**config.mk**
```make
export PLATFORM = sky130hd
export DESIGN_NAME = fft_mag_writer
export DESIGN_NICKNAME = d
export VERILOG_FILES = /design/src/rtl/fft_mag_writer.sv
export SDC_FILE = /design/constraint.sdc
export NUM_CORES = 1
export LEC_CHECK = 0
export CAP_MARGIN = 20
export CELL_PAD_IN_SITES_DETAIL_PLACEMENT = 0
export CELL_PAD_IN_SITES_GLOBAL_PLACEMENT = 1
export CORE_MARGIN = 3
export CORE_UTILIZATION = 47
export DETAILED_ROUTE_END_ITERATION = 6
export GPL_TIMING_DRIVEN = 0
export PLACE_DENSITY_LB_ADDON = 0.1
export SLEW_MARGIN = 20
export SYNTH_ARGS = -nofsm -noshare
export SYNTH_HDL_FRONTEND = slang
export SYNTH_SLANG_ARGS = --single-unit
```
**constraint.sdc**
```tcl
create_clock -name clk -period 12.1 [get_ports clk]
set_clock_uncertainty 0.2 [all_clocks]
set_input_delay 3.025 -clock clk [delete_from_list [all_inputs] [get_ports clk]]
set_output_delay 3.025 -clock clk [all_outputs]
set_load 0.005 [all_outputs]
```
**src/rtl/fft_mag_writer.sv**
```systemverilog
// fft_mag_writer
//   Writer side of the FFT-magnitude RAM. Takes one complex frame of
//   N_POINTS bins from an AXI-Stream source, converts each bin to an
//   alpha-max/beta-min magnitude estimate and writes it to RAM address
//   = bin index. A complete frame raises frame_ready (THD start) and the
//   RAM is held stable until frame_ack (THD done).
//
// Ports
//   clk, rst_n         system clock, async active-low reset
//   s_axis_tdata[31:0] bin: [15:0] real, [31:16] imag (two's complement)
//   s_axis_tvalid/tlast/tready  AXI-Stream handshake, tlast on last bin
//   ram_we/waddr/wdata spectrum RAM write port (registered)
//   frame_ready        level, RAM holds a complete frame
//   frame_ack          releases the frame (honoured only in HOLD)
//   frame_err          one-cycle pulse on early or missing tlast
//   frame_count[7:0]   completed frames, wraps
//
// state | meaning
// IDLE  | one cycle after reset before accepting data
// FILL  | accepting bins into the magnitude pipeline
// DRAIN | two cycles letting the last write leave the pipeline
// HOLD  | frame complete, RAM frozen until frame_ack
// SKIP  | resynchronising after a missing tlast, beats discarded
module fft_mag_writer #(
  parameter int N_POINTS = 4096
) (
  input  logic        clk,
  input  logic        rst_n,
  input  logic [31:0] s_axis_tdata,
  input  logic        s_axis_tvalid,
  input  logic        s_axis_tlast,
  output logic        s_axis_tready,
  output logic        ram_we,
  output logic [15:0] ram_waddr,
  output logic [15:0] ram_wdata,
  output logic        frame_ready,
  input  logic        frame_ack,
  output logic        frame_err,
  output logic [7:0]  frame_count
);

  localparam logic [2:0] IDLE  = 3'd0;
  localparam logic [2:0] FILL  = 3'd1;
  localparam logic [2:0] DRAIN = 3'd2;
  localparam logic [2:0] HOLD  = 3'd3;
  localparam logic [2:0] SKIP  = 3'd4;

  localparam logic [15:0] LAST_IDX = 16'(N_POINTS - 1);

  logic [2:0]  state_q, state_d;
  logic [15:0] idx_q, idx_d;
  logic        drain_q, drain_d;
  logic        s1_vld_q, s1_vld_d;
  logic [16:0] s1_a_q, s1_a_d;
  logic [16:0] s1_b_q, s1_b_d;
  logic [15:0] s1_idx_q, s1_idx_d;
  logic        ram_we_q, ram_we_d;
  logic [15:0] ram_waddr_q, ram_waddr_d;
  logic [15:0] ram_wdata_q, ram_wdata_d;
  logic        frame_ready_q, frame_ready_d;
  logic        frame_err_q, frame_err_d;
  logic [7:0]  frame_count_q, frame_count_d;

  logic        accept;
  logic [16:0] re_ext, im_ext, abs_re, abs_im;
  logic [16:0] mx, mn;
  logic [17:0] mn3;
  logic [15:0] mag;

  assign s_axis_tready = (state_q == FILL) || (state_q == SKIP);
  assign accept        = s_axis_tvalid && s_axis_tready;

  // Sign-extend to 17 bits so |-32768| = 32768 is representable.
  assign re_ext = {s_axis_tdata[15], s_axis_tdata[15:0]};
  assign im_ext = {s_axis_tdata[31], s_axis_tdata[31:16]};
  assign abs_re = re_ext[16] ? (~re_ext + 17'd1) : re_ext;
  assign abs_im = im_ext[16] ? (~im_ext + 17'd1) : im_ext;

  // mag = max + 3*min/8; peaks at 45056 so the 16-bit truncation is lossless.
  assign mx  = (s1_a_q >= s1_b_q) ? s1_a_q : s1_b_q;
  assign mn  = (s1_a_q >= s1_b_q) ? s1_b_q : s1_a_q;
  assign mn3 = {1'b0, mn} + {mn, 1'b0};
  assign mag = 16'({1'b0, mx} + (mn3 >> 3));

  always_comb begin
    state_d       = state_q;
    idx_d         = idx_q;
    drain_d       = drain_q;
    s1_vld_d      = 1'b0;
    s1_a_d        = s1_a_q;
    s1_b_d        = s1_b_q;
    s1_idx_d      = s1_idx_q;
    frame_ready_d = frame_ready_q;
    frame_err_d   = 1'b0;
    frame_count_d = frame_count_q;

    case (state_q)
      IDLE: state_d = FILL;
      FILL: begin
        if (accept) begin
          s1_vld_d = 1'b1;
          s1_a_d   = abs_re;
          s1_b_d   = abs_im;
          s1_idx_d = idx_q;
          if (idx_q == LAST_IDX) begin
            idx_d = '0;
            if (s_axis_tlast) begin
              state_d = DRAIN;
              drain_d = 1'b0;
            end else begin
              frame_err_d = 1'b1;
              state_d     = SKIP;
            end
          end else if (s_axis_tlast) begin
            // Early tlast: beat is written, partial frame abandoned.
            frame_err_d = 1'b1;
            idx_d       = '0;
          end else begin
            idx_d = idx_q + 16'd1;
          end
        end
      end
      SKIP: begin
        if (accept && s_axis_tlast) begin
          state_d = FILL;
          idx_d   = '0;
        end
      end
      DRAIN: begin
        if (drain_q) begin
          state_d       = HOLD;
          frame_ready_d = 1'b1;
          frame_count_d = frame_count_q + 8'd1;
        end else begin
          drain_d = 1'b1;
        end
      end
      HOLD: begin
        if (frame_ack) begin
          frame_ready_d = 1'b0;
          state_d       = FILL;
        end
      end
      default: state_d = IDLE;
    endcase
  end

  always_comb begin
    ram_we_d    = s1_vld_q;
    ram_waddr_d = s1_vld_q ? s1_idx_q : ram_waddr_q;
    ram_wdata_d = s1_vld_q ? mag : ram_wdata_q;
  end

  always_ff @(posedge clk or negedge rst_n) begin
    if (!rst_n) begin
      state_q       <= IDLE;
      idx_q         <= '0;
      drain_q       <= 1'b0;
      s1_vld_q      <= 1'b0;
      s1_a_q        <= '0;
      s1_b_q        <= '0;
      s1_idx_q      <= '0;
      ram_we_q      <= 1'b0;
      ram_waddr_q   <= '0;
      ram_wdata_q   <= '0;
      frame_ready_q <= 1'b0;
      frame_err_q   <= 1'b0;
      frame_count_q <= '0;
    end else begin
      state_q       <= state_d;
      idx_q         <= idx_d;
      drain_q       <= drain_d;
      s1_vld_q      <= s1_vld_d;
      s1_a_q        <= s1_a_d;
      s1_b_q        <= s1_b_d;
      s1_idx_q      <= s1_idx_d;
      ram_we_q      <= ram_we_d;
      ram_waddr_q   <= ram_waddr_d;
      ram_wdata_q   <= ram_wdata_d;
      frame_ready_q <= frame_ready_d;
      frame_err_q   <= frame_err_d;
      frame_count_q <= frame_count_d;
    end
  end

  assign ram_we      = ram_we_q;
  assign ram_waddr   = ram_waddr_q;
  assign ram_wdata   = ram_wdata_q;
  assign frame_ready = frame_ready_q;
  assign frame_err   = frame_err_q;
  assign frame_count = frame_count_q;

endmodule

```
==> results of run 1 <==
## kinds of logic (layout without fill, tap and decap cells)
kind of cell | Yosys count | count (layout) | share of synthesized area (%)
adder cells (fa/ha/maj) | 50 | 50 | 8.87
AND/OR/NAND/NOR | 257 | 257 | 16.9
AO/OA/AOI/OAI | 169 | 169 | 15.1
multiplexers | 49 | 49 | 7.63
XOR/XNOR | 65 | 65 | 7.98
flip-flops | 114 | 114 | 40.0
buffers and inverters | 66 | 179 | 3.51
## cell usage after synthesis, types with 5 or more instances
cell       number  share of area (%)
nor2b_1         8               0.70
inv_1          41                2.2
or4_1          10                1.1
o21ai_0        75                5.3
nor3_1          8               0.56
clkbuf_1       19                1.0
a21oi_1        29                2.0
xnor2_1        28                3.4
a21o_1         12                1.3
dfrtp_1       114                 40
nand2_1       127                6.7
a31oi_1         5               0.44
mux2_2         40                6.3
nand3_1        17                1.2
and3_1          8               0.70
nand2b_1        8               0.70
nand4_1        10               0.88
xor2_1         37                4.5
mux2i_1         8                1.1
o2111ai_1       5               0.61
nor2_1         35                1.8
o31ai_1        15                1.6
ha_1           49                8.6
or3_1           9               0.79
## stage by stage
stage / utilization (%) / setup WS [ns] / cell area [um^2] / std cells / hold slack, ns
floorplan: - / 6.39 / 7140 / 770 / 0.208
global route: 59.6 / 4.90 / 8760 / 1067 / 0.273
global placement: 55.6 / 3.44 / 8170 / 1034 / 0.235
finish: 59.6 / 5.48 / 8760 / 1067 / 0.252
CTS: 59.6 / 5.40 / 8760 / 1067 / 0.253
detailed placement: 55.8 / 5.43 / 8200 / 1035 / 0.236
## cell type report
type                    count  area, um^2  area share, %
multi-input cells         590        4030           46.1
flip-flops and latches    114        2850           32.6
repair buffers             81         830           9.47
clock buffers              18         439           5.02
well taps                 184         230           2.63
inverters                  42         158           1.80
clock inverters            14         121           1.39
plain buffers              24        92.6           1.06
## per-layer routing
layer	wire length, um	vias up	track usage [%]
met4	288	0	7.16
met3	830	18	4.74
li1	-	2914	-
met5	0	-	0
met2	7660	165	32.9
met1	8380	2752	29.9
## state kept, by name (all words and copies together) (netlist names)
name	count
frame_count	8
s1_a_q	17
idx_q	16
drain_q	1
ram_wdata	16
frame_err	1
ram_we_d	1
state_q	3
s1_b_q	17
s1_idx_q	16
ram_we	1
ram_waddr	16
frame_ready	1
## final timing paths
| path | start | end | slack [ns] | cells past startpoint |
|---|---|---|---|---|
| max | s1_b_q[2] | ram_wdata[14] | 5.48 | 26 |
| min | ram_we_d | ram_we | 0.25 | 0 |
| max reg2reg | s1_b_q[2] | ram_wdata[14] | 5.48 | 26 |
| min reg2reg | ram_we_d | ram_we | 0.25 | 0 |
| max in group asynchronous | rst_n | idx_q[4] | 8.68 | 2 |
| min in group asynchronous | rst_n | ram_wdata[3] | 2.34 | 1 |
## layout by cell type (no fill, tap or decap), types with 12 or more instances in the layout
cell type / instances
a21o_1: 12
a21oi_1: 29
clkbuf_1: 19
clkbuf_16: 17
clkdlybuf4s50_1: 79
dfrtp_1: 114
ha_1: 49
inv_1: 41
mux2_2: 40
nand2_1: 127
nand3_1: 17
nor2_1: 35
o21ai_0: 75
o31ai_1: 15
xnor2_1: 28
xor2_1: 37
==> results by group, run 1 <==
Outcome
  – Status: finished clean

STA
  – Slew @ Worst Pin: 0.751 ns
  – RSZ-0062 raised after global routing: false
  – Slew headroom: 49.8%
  – Setup TNS: 0 ns
  – Final max-slew violation count: 0
  – Maximum clock rate: 0.151 GHz
  – Hold Fails Final Rpt: 0
  – Fin crit period: 6.62 ns
  – Final Setup Violations: 0
  – Tcrit/Tclk final: 54.7%

Drt
  – Iteration-0 DRC Markers: 277
  – Vias: 5,849
  – Routed len/inst: 16.1 um
  – Post-route DRC violation count: 0
  – Drt first pass iters: 5
  – DR vias/cell: 5.48
  – Post-route ant nets: 0
  – Final wirelength: 17.2 mm

Synth
  – Syn Inst Count: 770
  – Synthesized flop and latch total: 114
  – Distinct cell type count after synthesis: 58
  – Top FF cell, synth: dfrtp_1
  – Number of synthesized flops with an enable pin: 0
  – Syn Nets: 857
  – Synthesized area: 7140 um^2
  – Post-synth ARST share: 100%
  – Ys Warns: 0
  – Syn Area/Cell: 9.27 um^2
  – Seq/Total Area, Yosys: 40.0%

Critical path
  – Crit Path Max Fanout: 10
  – Most used cell, CP: o21ai_0
  – Slowest-stage cell, CP: fa_1
  – Bufs and invs on worst path: 3
  – Worst Path Arrival: 6.71 ns
  – Crit. End Element: register
  – Crit path largest cell delay: 0.47 ns
  – Critical path required time: 12.19 ns
  – CP Class: reg -> reg
  – Startpoint types: register
  – Largest delay contributor family on the critical path: compound AO/OA/AOI/OAI gates

Floorplan
  – Io pins: 81
  – FP Rows: 44
  – Die Height: 129 um
  – DIE AREA: 16,700 um^2
  – Starting Density: 48.5%
  – Core area: 14,700 um^2
  – Die X: 129 um

GRT
  – GRT Overall Usage: 21.3%
  – Vias in the first global route: 5,631
  – Grt total ovfl: 0
  – Initial antenna violation count: 0
  – First-pass GRT wire length: 28.1 mm
  – Pin count of the biggest net entering global routing: 64

Placed design
  – PortBufs: 80
  – Post-DP HPWL: 13.1 mm
  – GPL Wtd Cong: 0.874

Final layout
  – Area growth syn-to-layout: 22.7%
  – # fillers: 1,328
  – Nets@finish: 957
  – Layout cells sized above 1: 9.85%
  – Ant diodes: 0

Clocking
  – Num CTS Buffers: 17
  – Post-CTS Hold Buffers: 0
  – Worst skew pair latency: 0.42 ns
  – CTS clk-pin slew, worst paths: 0.06 ns
  – CTS tree: built
  – Postcts setup bufs: 0
  – CTS Sinks: 114
  – Max Buffers Root-to-Sink: 2
  – CTS Root Cell: clkbuf_16
  – H-tree Lvls: 4
  – Resized cells post-CTS: 0

Worst hold path
  – Hold Path Class: reg -> reg

Flow run
  – Maxcap violations: 0
Power of run 1 is left out: the tool's default activity adds up to more than one toggle a clock period on the data nets, which glitch-free logic cannot reach.
==> run 2: changes to the inputs <==
--- a/config.mk
+++ b/config.mk
@@ -9,7 +9,7 @@
 export CELL_PAD_IN_SITES_DETAIL_PLACEMENT = 0
 export CELL_PAD_IN_SITES_GLOBAL_PLACEMENT = 1
 export CORE_MARGIN = 3
-export CORE_UTILIZATION = 47
+export CORE_UTILIZATION = 44
 export DETAILED_ROUTE_END_ITERATION = 6
 export GPL_TIMING_DRIVEN = 0
 export PLACE_DENSITY_LB_ADDON = 0.1
==> constraint.sdc (replaced) <==
create_clock -name clk -period 6.5 [get_ports clk]
set_clock_uncertainty 0.2 [all_clocks]
set_input_delay 1.625 -clock clk [delete_from_list [all_inputs] [get_ports clk]]
set_output_delay 1.625 -clock clk [all_outputs]
set_load 0.005 [all_outputs]
==> run 2 against run 1 <==
Via count up 0.46%. Routed wire length fell by 1.3%. Clock-buffer cell count unchanged. Critical path type unchanged.
==> results by group, run 2 (synthesized netlist as in run 1, its figures left out) <==
Drt
  – Final wirelength: 16.9 mm
  – Routed len/inst: 15.4 um
  – Post-route ant nets: 0
  – DR vias/cell: 5.34
  – Post-route DRC violation count: 0
  – Vias: 5,876
  – Drt first pass iters: 5
  – Iteration-0 DRC Markers: 239

Floorplan
  – Io pins: 81
  – Die X: 133 um
  – Die Height: 133 um
  – DIE AREA: 17,800 um^2
  – FP Rows: 45
  – Core area: 15,500 um^2
  – Starting Density: 45.9%

STA
  – Tcrit/Tclk final: 93.7%
  – Post-layout worst setup margin: 0.409 ns
  – Slew @ Worst Pin: 0.726 ns
  – Maximum clock rate: 0.164 GHz
  – Final Setup Violations: 0
  – Fin Hold WS: 0.246 ns
  – Hold Fails Final Rpt: 0
  – Slew headroom: 51.5%
  – Fin crit period: 6.09 ns
  – Final max-slew violation count: 0

Worst hold path
  – Hold Path Class: reg -> reg
  – Min-delay src: ram_we_d
  – Hold Path Cell Cnt: 0

Placed design
  – Placed cell count: 1,062
  – Pre-CTS setup slack: -0.0365 ns
  – GPL Wtd Cong: 0.920
  – Post-DP HPWL: 13.1 mm
  – PortBufs: 80

Final layout
  – Area growth syn-to-layout: 25.6%
  – Final cell count without fillers: 1,100
  – Most frequent cells in the layout: nand2_1, dfrtp_1, clkdlybuf4s50_1
  – Ant diodes: 0
  – # fillers: 1,422
  – Commonest non-fill, non-tap cell in the layout: nand2_1
  – Nets@finish: 963
  – Largest regs: s1_a_q: 17 flops, s1_b_q: 17 flops
  – Layout cells sized above 1: 11.2%

GRT
  – Pin count of the biggest net entering global routing: 59
  – Initial antenna violation count: 0
  – First-pass GRT wire length: 28.8 mm
  – GRT Overall Usage: 19.9%
  – Grt total ovfl: 0
  – Vias in the first global route: 5,803

Clocking
  – CTS Root Cell: clkbuf_16
  – CTS tree: built
  – H-tree Lvls: 4
  – Num CTS Buffers: 17
  – CTS Sinks: 114
  – Worst skew pair latency: 0.42 ns
  – Max Buffers Root-to-Sink: 2
  – CTS clk-pin slew, worst paths: 0.05 ns

Critical path
  – CP Class: reg -> reg
  – Critical path required time: 6.58 ns
  – RR Startpoint: s1_a_q[2]
  – Crit. End Element: register
  – Startpoint types: register
  – Flop2flop setup slack: 0.41 ns
  – Crit Path Max Fanout: 10
  – Critical path origin: s1_a_q[2]
  – Cells on worst reg2reg path: 25
  – Worst Path Arrival: 6.17 ns

Flow run
  – Maxcap violations: 0

Outcome
  – Status: finished clean
[run 2: metal layers]
metal  routed length (um)  track usage (%)
met1                 8320             27.7
met2                 7560             31.1
met3                  814             4.87
met4                  237             5.94
met5                    0                0
[run 2: worst paths after layout]
path,end
max,ram_wdata[15]
min reg2reg,ram_we
min in group asynchronous,ram_wdata[1]
min,ram_we
max in group asynchronous,s1_b_q[1]
max reg2reg,ram_wdata[15]
[run 2: through the flow]
| stage | TNS, ns | util (%) | area (um^2) |
|---|---|---|---|
| 3_5_place_dp | -0.0365 | 53.0 | 8230 |
| 2_1_floorplan | 0 | - | 7140 |
| 3_3_place_gp | -85.81 | 52.8 | 8200 |
| 6_report | 0 | 57.7 | 8960 |
| 4_1_cts | 0 | 57.1 | 8880 |
| 5_1_grt | -0.0264 | 57.7 | 8960 |
[run 2: final cells by class]
type / count / area [um^2] / share of cell area [%]
buffer: 24 / 103 / 1.15
clock buffer: 18 / 439 / 4.90
clock inverter: 14 / 201 / 2.25
inverter: 42 / 158 / 1.76
multi-input combinational: 590 / 4070 / 45.4
sequential: 114 / 2850 / 31.9
tap: 211 / 264 / 2.95
timing repair buffer: 87 / 875 / 9.76
[run 2: worst max-delay path, stage by stage, from the launching register on]
cell	delay [ns]
dfrtp_1	0.46
ha_1	0.31
o21ai_0	0.06
o21ai_0	0.16
o2111ai_1	0.15
a311o_1	0.45
nand2_4	0.14
buf_6	0.17
buf_4	0.20
mux2_2	0.36
ha_1	0.32
a31oi_2	0.12
mux2i_2	0.27
mux2i_1	0.23
mux2i_1	0.14
xnor2_1	0.15
ha_1	0.30
a21o_1	0.18
a21o_1	0.24
a2111oi_4	0.40
nor3_2	0.12
o31ai_4	0.25
o2111ai_1	0.15
a21oi_1	0.18
xnor2_1	0.15
a21oi_1	0.09
[run 2: repair_timing]
item	in CTS	in global routing
setup endpoints to repair	2	8
hold buffers	0	0
resized for setup	2	11
pin swaps	0	5
setup buffers	0	6
Power of run 2 is left out for the same reason.
